`config.mk`:
```
export PLATFORM = sky130hd
export DESIGN_NAME = spare_slot_allocator
export DESIGN_NICKNAME = d
export VERILOG_FILES = /design/src/rtl/bisr_pkg.sv /design/src/rtl/find_first_set.sv /design/src/rtl/spare_slot_allocator.sv
export SDC_FILE = /design/constraint.sdc
export NUM_CORES = 1
export LEC_CHECK = 0
export BUFFER_PORTS_ARGS = -buffer_cell sky130_fd_sc_hd__buf_2
export CORE_MARGIN = 4
export CORE_UTILIZATION = 38
export CTS_CLUSTER_SIZE = 10
export DETAILED_ROUTE_END_ITERATION = 10
export MAX_ROUTING_LAYER = met4
export PLACE_DENSITY_LB_ADDON = 0.12
export SYNTH_ARGS = -nofsm -noshare
export SYNTH_HDL_FRONTEND = slang
export SYNTH_HIERARCHICAL = 1
export SYNTH_SLANG_ARGS = --single-unit
export TNS_END_PERCENT = 10
```
`constraint.sdc`:
```
create_clock -name clk -period 19.6 [get_ports clk]
set_input_delay 3.92 -clock clk [delete_from_list [all_inputs] [get_ports clk]]
set_output_delay 3.92 -clock clk [all_outputs]
set_load 0.02 [all_outputs]
```
`src/rtl/bisr_pkg.sv`:
```
// Shared BISR definitions: spare-slot state encoding and index-width helper.
package bisr_pkg;

  // Slot state as {alloc, fault}; any state with fault set is FAULTY.
  typedef enum logic [1:0] {
    SLOT_FREE   = 2'b00,
    SLOT_ALLOC  = 2'b10,
    SLOT_FAULTY = 2'b01
  } slot_state_e;

  // Index width for n slots, never narrower than one bit.
  function automatic int unsigned idx_width(input int unsigned n);
    int unsigned w;
    w = $clog2(n);
    return (w < 1) ? 1 : w;
  endfunction

endpackage

```
`src/rtl/find_first_set.sv`:
```
// Combinational priority finder: first set bit from the LSB or the MSB side.
module find_first_set #(
  parameter int unsigned WIDTH     = 16,
  parameter bit          LSB_FIRST = 1'b1,
  parameter int unsigned IDX_W     = 4
) (
  input  logic [WIDTH-1:0] vec,
  output logic             found_c,
  output logic [IDX_W-1:0] idx_c
);

  // Scan so that the winning bit is the last one written.
  always_comb begin
    found_c = 1'b0;
    idx_c   = '0;
    if (LSB_FIRST) begin
      for (int i = int'(WIDTH) - 1; i >= 0; i--) begin
        if (vec[i]) begin
          found_c = 1'b1;
          idx_c   = IDX_W'(i);
        end
      end
    end else begin
      for (int i = 0; i < int'(WIDTH); i++) begin
        if (vec[i]) begin
          found_c = 1'b1;
          idx_c   = IDX_W'(i);
        end
      end
    end
  end

endmodule

```
`src/rtl/spare_slot_allocator.sv`:
```
// Spare PE slot allocator: tracks free/allocated/faulty slots and grants the
// first available slot per request with registered outputs.
module spare_slot_allocator
  import bisr_pkg::*;
#(
  parameter  int unsigned NUM_SLOTS    = 16,
  parameter  int unsigned PRIORITY_LSB = 1,
  localparam int unsigned IDX_W        = idx_width(NUM_SLOTS)
) (
  input  logic                 clk,
  input  logic                 rst,
  input  logic                 alloc_req,
  output logic                 alloc_gnt,
  output logic                 alloc_fail,
  output logic [IDX_W-1:0]     alloc_idx,
  input  logic                 release_valid,
  input  logic [IDX_W-1:0]     release_idx,
  input  logic                 fault_valid,
  input  logic [IDX_W-1:0]     fault_idx,
  output logic [NUM_SLOTS-1:0] alloc_map,
  output logic [NUM_SLOTS-1:0] fault_map,
  output logic [IDX_W:0]       free_count
);

  localparam int unsigned CNT_W = IDX_W + 1;

  logic                 fault_ok_c;
  logic                 release_ok_c;
  logic                 found_c;
  logic [IDX_W-1:0]     find_idx_c;
  logic [NUM_SLOTS-1:0] fault_set_c;
  logic [NUM_SLOTS-1:0] release_clr_c;
  logic [NUM_SLOTS-1:0] grant_set_c;
  logic [NUM_SLOTS-1:0] fault_next_c;
  logic [NUM_SLOTS-1:0] alloc_next_c;
  logic [NUM_SLOTS-1:0] avail_c;
  logic [CNT_W-1:0]     free_next_c;

  assign fault_ok_c   = fault_valid   && (32'(fault_idx)   < NUM_SLOTS);
  assign release_ok_c = release_valid && (32'(release_idx) < NUM_SLOTS);

  // Fault update first, so a slot faulted this cycle is excluded from the search.
  always_comb begin
    fault_set_c = '0;
    if (fault_ok_c) fault_set_c[fault_idx] = 1'b1;
    fault_next_c = fault_map | fault_set_c;
    avail_c = '0;
    for (int i = 0; i < int'(NUM_SLOTS); i++) begin
      avail_c[i] = ({alloc_map[i], fault_next_c[i]} == SLOT_FREE);
    end
  end

  find_first_set #(
    .WIDTH     (NUM_SLOTS),
    .LSB_FIRST (PRIORITY_LSB != 0),
    .IDX_W     (IDX_W)
  ) u_find (
    .vec     (avail_c),
    .found_c (found_c),
    .idx_c   (find_idx_c)
  );

  // Grant sets the found slot; release only clears slots allocated before this
  // cycle, so a same-cycle grant is never undone and a FREE release is a no-op.
  always_comb begin
    grant_set_c   = '0;
    release_clr_c = '0;
    if (alloc_req && found_c) grant_set_c[find_idx_c] = 1'b1;
    if (release_ok_c) release_clr_c[release_idx] = 1'b1;
    alloc_next_c = (alloc_map & ~(release_clr_c & alloc_map)) | grant_set_c;
  end

  // Popcount of slots that will be free after this edge.
  always_comb begin
    free_next_c = '0;
    for (int i = 0; i < int'(NUM_SLOTS); i++) begin
      if ({alloc_next_c[i], fault_next_c[i]} == SLOT_FREE) begin
        free_next_c = free_next_c + CNT_W'(1);
      end
    end
  end

  // Map and response registers; reset drops any request in the same cycle.
  always_ff @(posedge clk) begin
    if (rst) begin
      alloc_map  <= '0;
      fault_map  <= '0;
      free_count <= CNT_W'(NUM_SLOTS);
      alloc_gnt  <= 1'b0;
      alloc_fail <= 1'b0;
      alloc_idx  <= '0;
    end else begin
      alloc_map  <= alloc_next_c;
      fault_map  <= fault_next_c;
      free_count <= free_next_c;
      alloc_gnt  <= alloc_req && found_c;
      alloc_fail <= alloc_req && !found_c;
      alloc_idx  <= (alloc_req && found_c) ? find_idx_c : '0;
    end
  end

endmodule
```
Word-level counts from Yosys, hierarchy flattened
Index checks and enable logic that the tools add are counted.
- bits in registers: 43
- bits in latches: 0
- RAM bits: 0
- memory bits (read-only): 0
- memories: 0
- add/sub/neg operators: 15
- multipliers: 0
- divide/modulo/power cells: 0
- order comparisons: 6
- eq/ne operators: 0
- shift operators: 0
- muxes and demuxes: 57
- bitwise gates (word level): 6
- reduce and logical (&&, ||, !) cells: 39
- operators with widths (cell ; count):
    $mux W5 ; 15
    $add A5 B1 Y5 const B ; 14
    $logic_not A2 Y1 ; 32
    $mux W4 ; 16
    $mux W16 ; 3
    $and A16 B16 Y16 ; 2
    $or A16 B16 Y16 ; 2
    $mux W1 ; 20
    $not A16 Y16 ; 1
    $lt A4 B5 Y1 const B ; 3
    $demux W1 S4 ; 3
    $ge A4 B1 Y1 const B ; 3
    $logic_and A1 B1 Y1 ; 5
    $add A1 B1 Y2 const B ; 1
    $reduce_or A2 Y1 ; 1
    $logic_not A1 Y1 ; 1
    $not A1 Y1 ; 1

Depth between registers and ports, before layout
- depth in word-level cells: 61
- mapped depth: 60

Modules after synthesis
Netlist, hierarchy kept.
- modules (own cells, without submodules) (module ; instances ; cells each ; area each (µm²) ; sequential area each (µm²)):
    spare_slot_allocator ; 1 ; 402 ; 3392.0 ; 860.8
    find_first_set ; 1 ; 33 ; 178.9 ; 0.0

Worst setup path after synthesis
Ideal clock, no wire load.
- kind: input-to-reg
- start point: input port fault_idx[3]
- end point: register free_count[4]
- setup time: 0.072 ns
- arrival time: 13.649 ns
- required time: 19.528 ns
- slack: 5.880 ns
- stages: 58
- cells stage by stage: and3b_1 -> a31oi_1 -> nor2b_1 -> nor4_2 -> and3_1 -> nor3b_1 -> and4bb_2 -> a21oi_1 -> and2_1 -> ha_1 -> xor2_2 -> inv_1 -> ha_1 -> nand4_1 -> nand2b_1 -> ha_1 -> o21a_1 -> ha_1 -> (+22 left out) -> ha_1 -> mux2i_1 -> inv_1 -> ha_1 -> nor2_1 -> a21oi_1 -> ha_1 -> nand2_1 -> a21bo_2 -> ha_1 -> mux2_2 -> ha_1 -> nand2_1 -> nor2_1 -> a21oi_1 -> mux2i_1 -> nor2b_1 -> mux2i_1
- elaborated cells on any way between the ends: 110
- RTL lines (what ; RTL line ; RTL):
    start, declared ; spare_slot_allocator.sv:19 ; input logic [IDX_W-1:0] fault_idx,
    $lt A4 B5 Y1 (not written as such) or $ge A4 B1 Y1 (tied branches) ; spare_slot_allocator.sv:45 ; if (fault_ok_c) fault_set_c[fault_idx] = 1'b1;
    $logic_and A1 B1 Y1 (not written as such) ; spare_slot_allocator.sv:45 ;
    $mux W1 (not written as such) ; spare_slot_allocator.sv:45 ;
    $demux W1 S4 * ; spare_slot_allocator.sv:45 ;
    $mux W16 * ; spare_slot_allocator.sv:45 ;
    $or A16 B16 Y16 * ; spare_slot_allocator.sv:46 ; fault_next_c = fault_map | fault_set_c;
    $logic_not A2 Y1 * ; spare_slot_allocator.sv:49 ; avail_c[i] = ({alloc_map[i], fault_next_c[i]} == SLOT_FREE);
    via avail_c[11] ; spare_slot_allocator.sv:36 ; logic [NUM_SLOTS-1:0] avail_c;
    (+12 left out) ; -- ;
    via find_idx_c[3] ; spare_slot_allocator.sv:30 ; logic [IDX_W-1:0] find_idx_c;
    (+30 left out) ; -- ;
    $add A5 B1 Y5 ; spare_slot_allocator.sv:78 ; free_next_c = free_next_c + CNT_W'(1);
    $mux W5 ; spare_slot_allocator.sv:77 ; if ({alloc_next_c[i], fault_next_c[i]} == SLOT_FREE) begin
    $add A5 B1 Y5 ; spare_slot_allocator.sv:78 ;
    $mux W5 ; spare_slot_allocator.sv:77 ;
    $add A5 B1 Y5 ; spare_slot_allocator.sv:78 ;
    $mux W5 ; spare_slot_allocator.sv:77 ;
    $add A5 B1 Y5 ; spare_slot_allocator.sv:78 ;
    $mux W5 * ; spare_slot_allocator.sv:77 ;
    end signal, assigned ; spare_slot_allocator.sv:88 ; free_count <= CNT_W'(NUM_SLOTS);
    end signal, assigned ; spare_slot_allocator.sv:95 ; free_count <= free_next_c;
    end, declared ; spare_slot_allocator.sv:22 ; output logic [IDX_W:0] free_count
Mark *: on every way through the listed nets, which the timed path passes. The rest lies on a longest branch.
A chain may end at the register's enable or synchronous reset.

Worst setup path after layout
- start point: input port fault_idx[0]
- end point: register free_count[4]
- elaborated cells on any way between the ends: 110
- RTL lines (what ; RTL line):
    $lt A4 B5 Y1 (not written as such) or $ge A4 B1 Y1 (tied branches) ; spare_slot_allocator.sv:45
    $logic_and A1 B1 Y1 (not written as such) ; spare_slot_allocator.sv:45
    $mux W1 (not written as such) ; spare_slot_allocator.sv:45
    $demux W1 S4 * ; spare_slot_allocator.sv:45
    $mux W16 * ; spare_slot_allocator.sv:45
    $or A16 B16 Y16 * ; spare_slot_allocator.sv:46
    $logic_not A2 Y1 * ; spare_slot_allocator.sv:49
    via avail_c[14] ; spare_slot_allocator.sv:36
    (+15 left out) ; --
    via find_idx_c[1] ; spare_slot_allocator.sv:30
    (+30 left out) ; --
    $add A5 B1 Y5 ; spare_slot_allocator.sv:78
    $mux W5 ; spare_slot_allocator.sv:77
    $add A5 B1 Y5 ; spare_slot_allocator.sv:78
    $mux W5 ; spare_slot_allocator.sv:77
    $add A5 B1 Y5 ; spare_slot_allocator.sv:78
    $mux W5 ; spare_slot_allocator.sv:77
    $add A5 B1 Y5 ; spare_slot_allocator.sv:78
    $mux W5 * ; spare_slot_allocator.sv:77
Marked as above.

==> key figures <==
Drt
  • Vias per inst: 5.58
  • Drt first pass iters: 5
  • Post-DRT Antenna Nets: 0
  • Total number of vias: 3,342
  • Initial DRC Count: 170
  • Post-Route WL: 9.79 mm
  • DR WL/cell: 16.3 µm
  • DRC viols: 0

Placement
  • Placed Instances: 592
  • Port Buffers: 55
  • DP Worst Slack: 4.33 ns
  • RePlAce Congestion: around 0.87
  • DPL Wire Length: between 7 and 8 mm

Clock tree
  • Max clock buf depth: 2
  • TritonCTS Buffers: 5
  • Clock slew at reported path FFs: around 0.08 ns
  • CTS Root Cell: clkbuf_8
  • # clock sinks: 43
  • CTS tree: yes
  • CTS H-tree lvls: 2
  • Buffer count from post-CTS setup fixing: 0
  • Resized cells post-CTS: 0
  • Post-CTS Hold Buffers: 0
  • Clk_lat worst skew: about 0.3 ns

Timing
  • TNS Setup: 0 ns
  • Max Slew Vio Count: 0
  • RSZ-0062 raised after global routing: no
  • Skew final: 0.00855 ns
  • Final hold violation count: 0
  • Fmax: 0.0665 GHz
  • Slew HR: 39.2%
  • Fin crit period: 15.03 ns
  • Worst slew pin tran: ~0.91 ns
  • Min Hold Slack: 0.501 ns
  • Setup slack after layout: 4.57 ns
  • Final setup vio count: 0
  • Period Utilization, post-route: 76.7%

Yosys
  • Syn avg cell area: 8.21 µm²
  • Synth Area in Adders: 5.26%
  • Mapped cell area: 3570 µm²
  • Top cell type's share of synthesized area: ~24%
  • Warnings from Yosys: 6
  • Mux share of post-synthesis cell area: 2.59%
  • Synth top area cells: dfxtp_1 24%, xnor2_1 6.1%, nor2_1 6.1%
  • Yosys reg bits: 43
  • Number of synthesized flops with an enable pin: 0
  • Netlist cell types: 72
  • Post-synthesis sequential area ratio: 24.1%
  • Compound-Gate Fraction of Synth Area: 18.1%
  • Largest family of logic cells by synthesized area: simple AND/OR/NAND/NOR gates
  • Synth async-reset ratio: 0%
  • Synth Area in Simple Gates: a little under a third
  • Post-synth top area cell: dfxtp_1
  • Predominant post-synthesis flop cell: dfxtp_1
  • Synthesized Nets: 463
  • Xor/xnor cell area share of the yosys netlist: between 10% and 20%
  • Mapped Cells: 435

Finish
  • Filler Cells Inserted: 957
  • Final std cells w/o fill: 599
  • Syn-to-layout area delta: 13.5%
  • Nets: 516
  • Fraction of layout cells with a size suffix above 1: 19.9%
  • Antenna Cells: 0

Floorplan
  • Die H: around 100 µm
  • Die ar.: between 10,000 and 15,000 µm²
  • Row cnt: 35
  • Initial core utilization: between 30% and 40%
  • CORE AREA: 9200 µm²
  • IO Pins: 56
  • Width of the die: ~100 µm

Setup path
  • CP Class: in -> reg
  • Crit-path slowest cell: a31oi_1
  • Max stage delay on crit path: 0.71 ns
  • Req. time, crit path: between 15 and 20 ns
  • Reg2reg end: free_count[4]
  • Crit end category: flip-flop
  • Crit path max fanout: 9
  • Worst R2R Start: fault_map[5]
  • Worst EP arrival: 15.26 ns
  • Crit-path most repeated cell: ha_1
  • Worst-case reg-to-reg path depth: 59
  • CP startpoint kind: input port
  • FF-to-FF setup slack: 8.35 ns

GRT
  • First-pass GRT wire length: approximately 16 mm
  • Total track usage: approximately 18%
  • Grt ovf: 0
  • Vias in the first global route: 3,119
  • Largest net degree at the start of global routing: 41
  • Initial antenna violation count: 0

Hold path
  • WHS Path Cells: 2
  • Hold_sp: fault_map[12]
  • HP Class: reg -> reg
  • Worst Hold End: fault_map[12]

Job
  • Max Cap Viol: 0

Run status
  • Status: finished, final reports clean
-- through the flow --
stage	cell area, µm²	utilization [%]
CTS	4050	44.1
floorplan	3570	-
detailed placement	3950	42.9
global route	4050	44.1
global placement	3950	42.9
finish	4050	44.1
-- layer usage --
layer	track usage (%)	vias up	part of all wire, %
met2	29.5	101	46
li1	-	1662	-
met1	24.9	1572	48
met4	2.81	0	0.62
met5	-	-	0
met3	2.41	7	4.8
-- how the worst max path moves through the flow --
stage / to / startpoint / cells past startpoint / slack [ns]
floorplan: free_count[4] / fault_idx[3] / 58 / 5.88
global placement: free_count[4] / fault_idx[0] / 61 / 4.49
detailed placement: free_count[4] / fault_idx[0] / 60 / 4.33
CTS: free_count[4] / fault_idx[0] / 60 / 4.62
global route: free_count[4] / fault_idx[0] / 61 / 3.69
finish: free_count[4] / fault_idx[0] / 60 / 4.57
-- critical path: cells and delay by family --
family | cells | cell delay [ns]
XOR/XNOR | 1 | 0.35
adder cells (fa/ha/maj) | 14 | 3.84
multiplexers | 4 | 0.73
AND/OR/NAND/NOR | 22 | 2.95
AO/OA/AOI/OAI | 13 | 2.94
buffers and inverters | 6 | 0.54
-- flip-flops by register name, indices dropped and copies added, names as in the netlist --
signal and cells:
alloc_fail 1, fault_map 16, free_count 5, alloc_idx 4, alloc_gnt 1, alloc_map 16
-- Yosys cell counts (8+ instances only) --
library cell	number
nor2_1	58
dfxtp_1	43
a21oi_1	33
nand2_1	33
xnor2_1	25
nor2b_1	23
ha_1	15
inv_1	15
o21ai_0	13
nand3_1	12
nand4_1	12
and2_1	9
xor2_1	9
o21a_1	8
-- logic make-up (layout without fill, tap and decap cells) --
| group | count (synthesis) | after routing |
|---|---|---|
| simple gates | 199 | 199 |
| compound gates | 95 | 95 |
| xor+xnor | 49 | 49 |
| flops | 43 | 43 |
| buf+inv | 25 | 78 |
| fa+ha+maj | 15 | 15 |
| mux | 9 | 9 |
-- cells in the final DEF, fill, tap and decap left out, types with 3 or more instances in the layout --
cell type  count
nor2_1        58
buf_2         55
dfxtp_1       43
a21oi_1       33
nand2_1       33
xnor2_1       25
nor2b_1       23
inv_1         15
ha_1          15
o21ai_0       13
nand4_1       12
nand3_1       12
xor2_1         9
and2_1         9
o21a_1         8
nor3_1         7
mux2i_1        7
nand2b_1       6
a31oi_1        6
and3_1         6
xnor2_2        5
clkbuf_8       5
nand3b_1       3
and4_1         3
nor3b_1        3
o31a_1         3
a21o_1         3
nand4b_1       3
o211a_1        3
or3_1          3
xnor3_2        3
o211ai_1       3
-- area by class of cell --
cell class                      instances  area, µm²  area share (%)
Tap cell                              111        139            3.43
Clock inverter                          2       37.5           0.926
Multi-Input combinational cell        367       2610            64.4
Inverter                               16       60.1            1.48
Sequential cell                        43        861            21.2
Timing Repair Buffer                   55        275            6.79
Clock buffer                            5       68.8            1.70
Power is not shown: default switching activity piles up to over one toggle a cycle in this logic, so the estimate is an artifact.
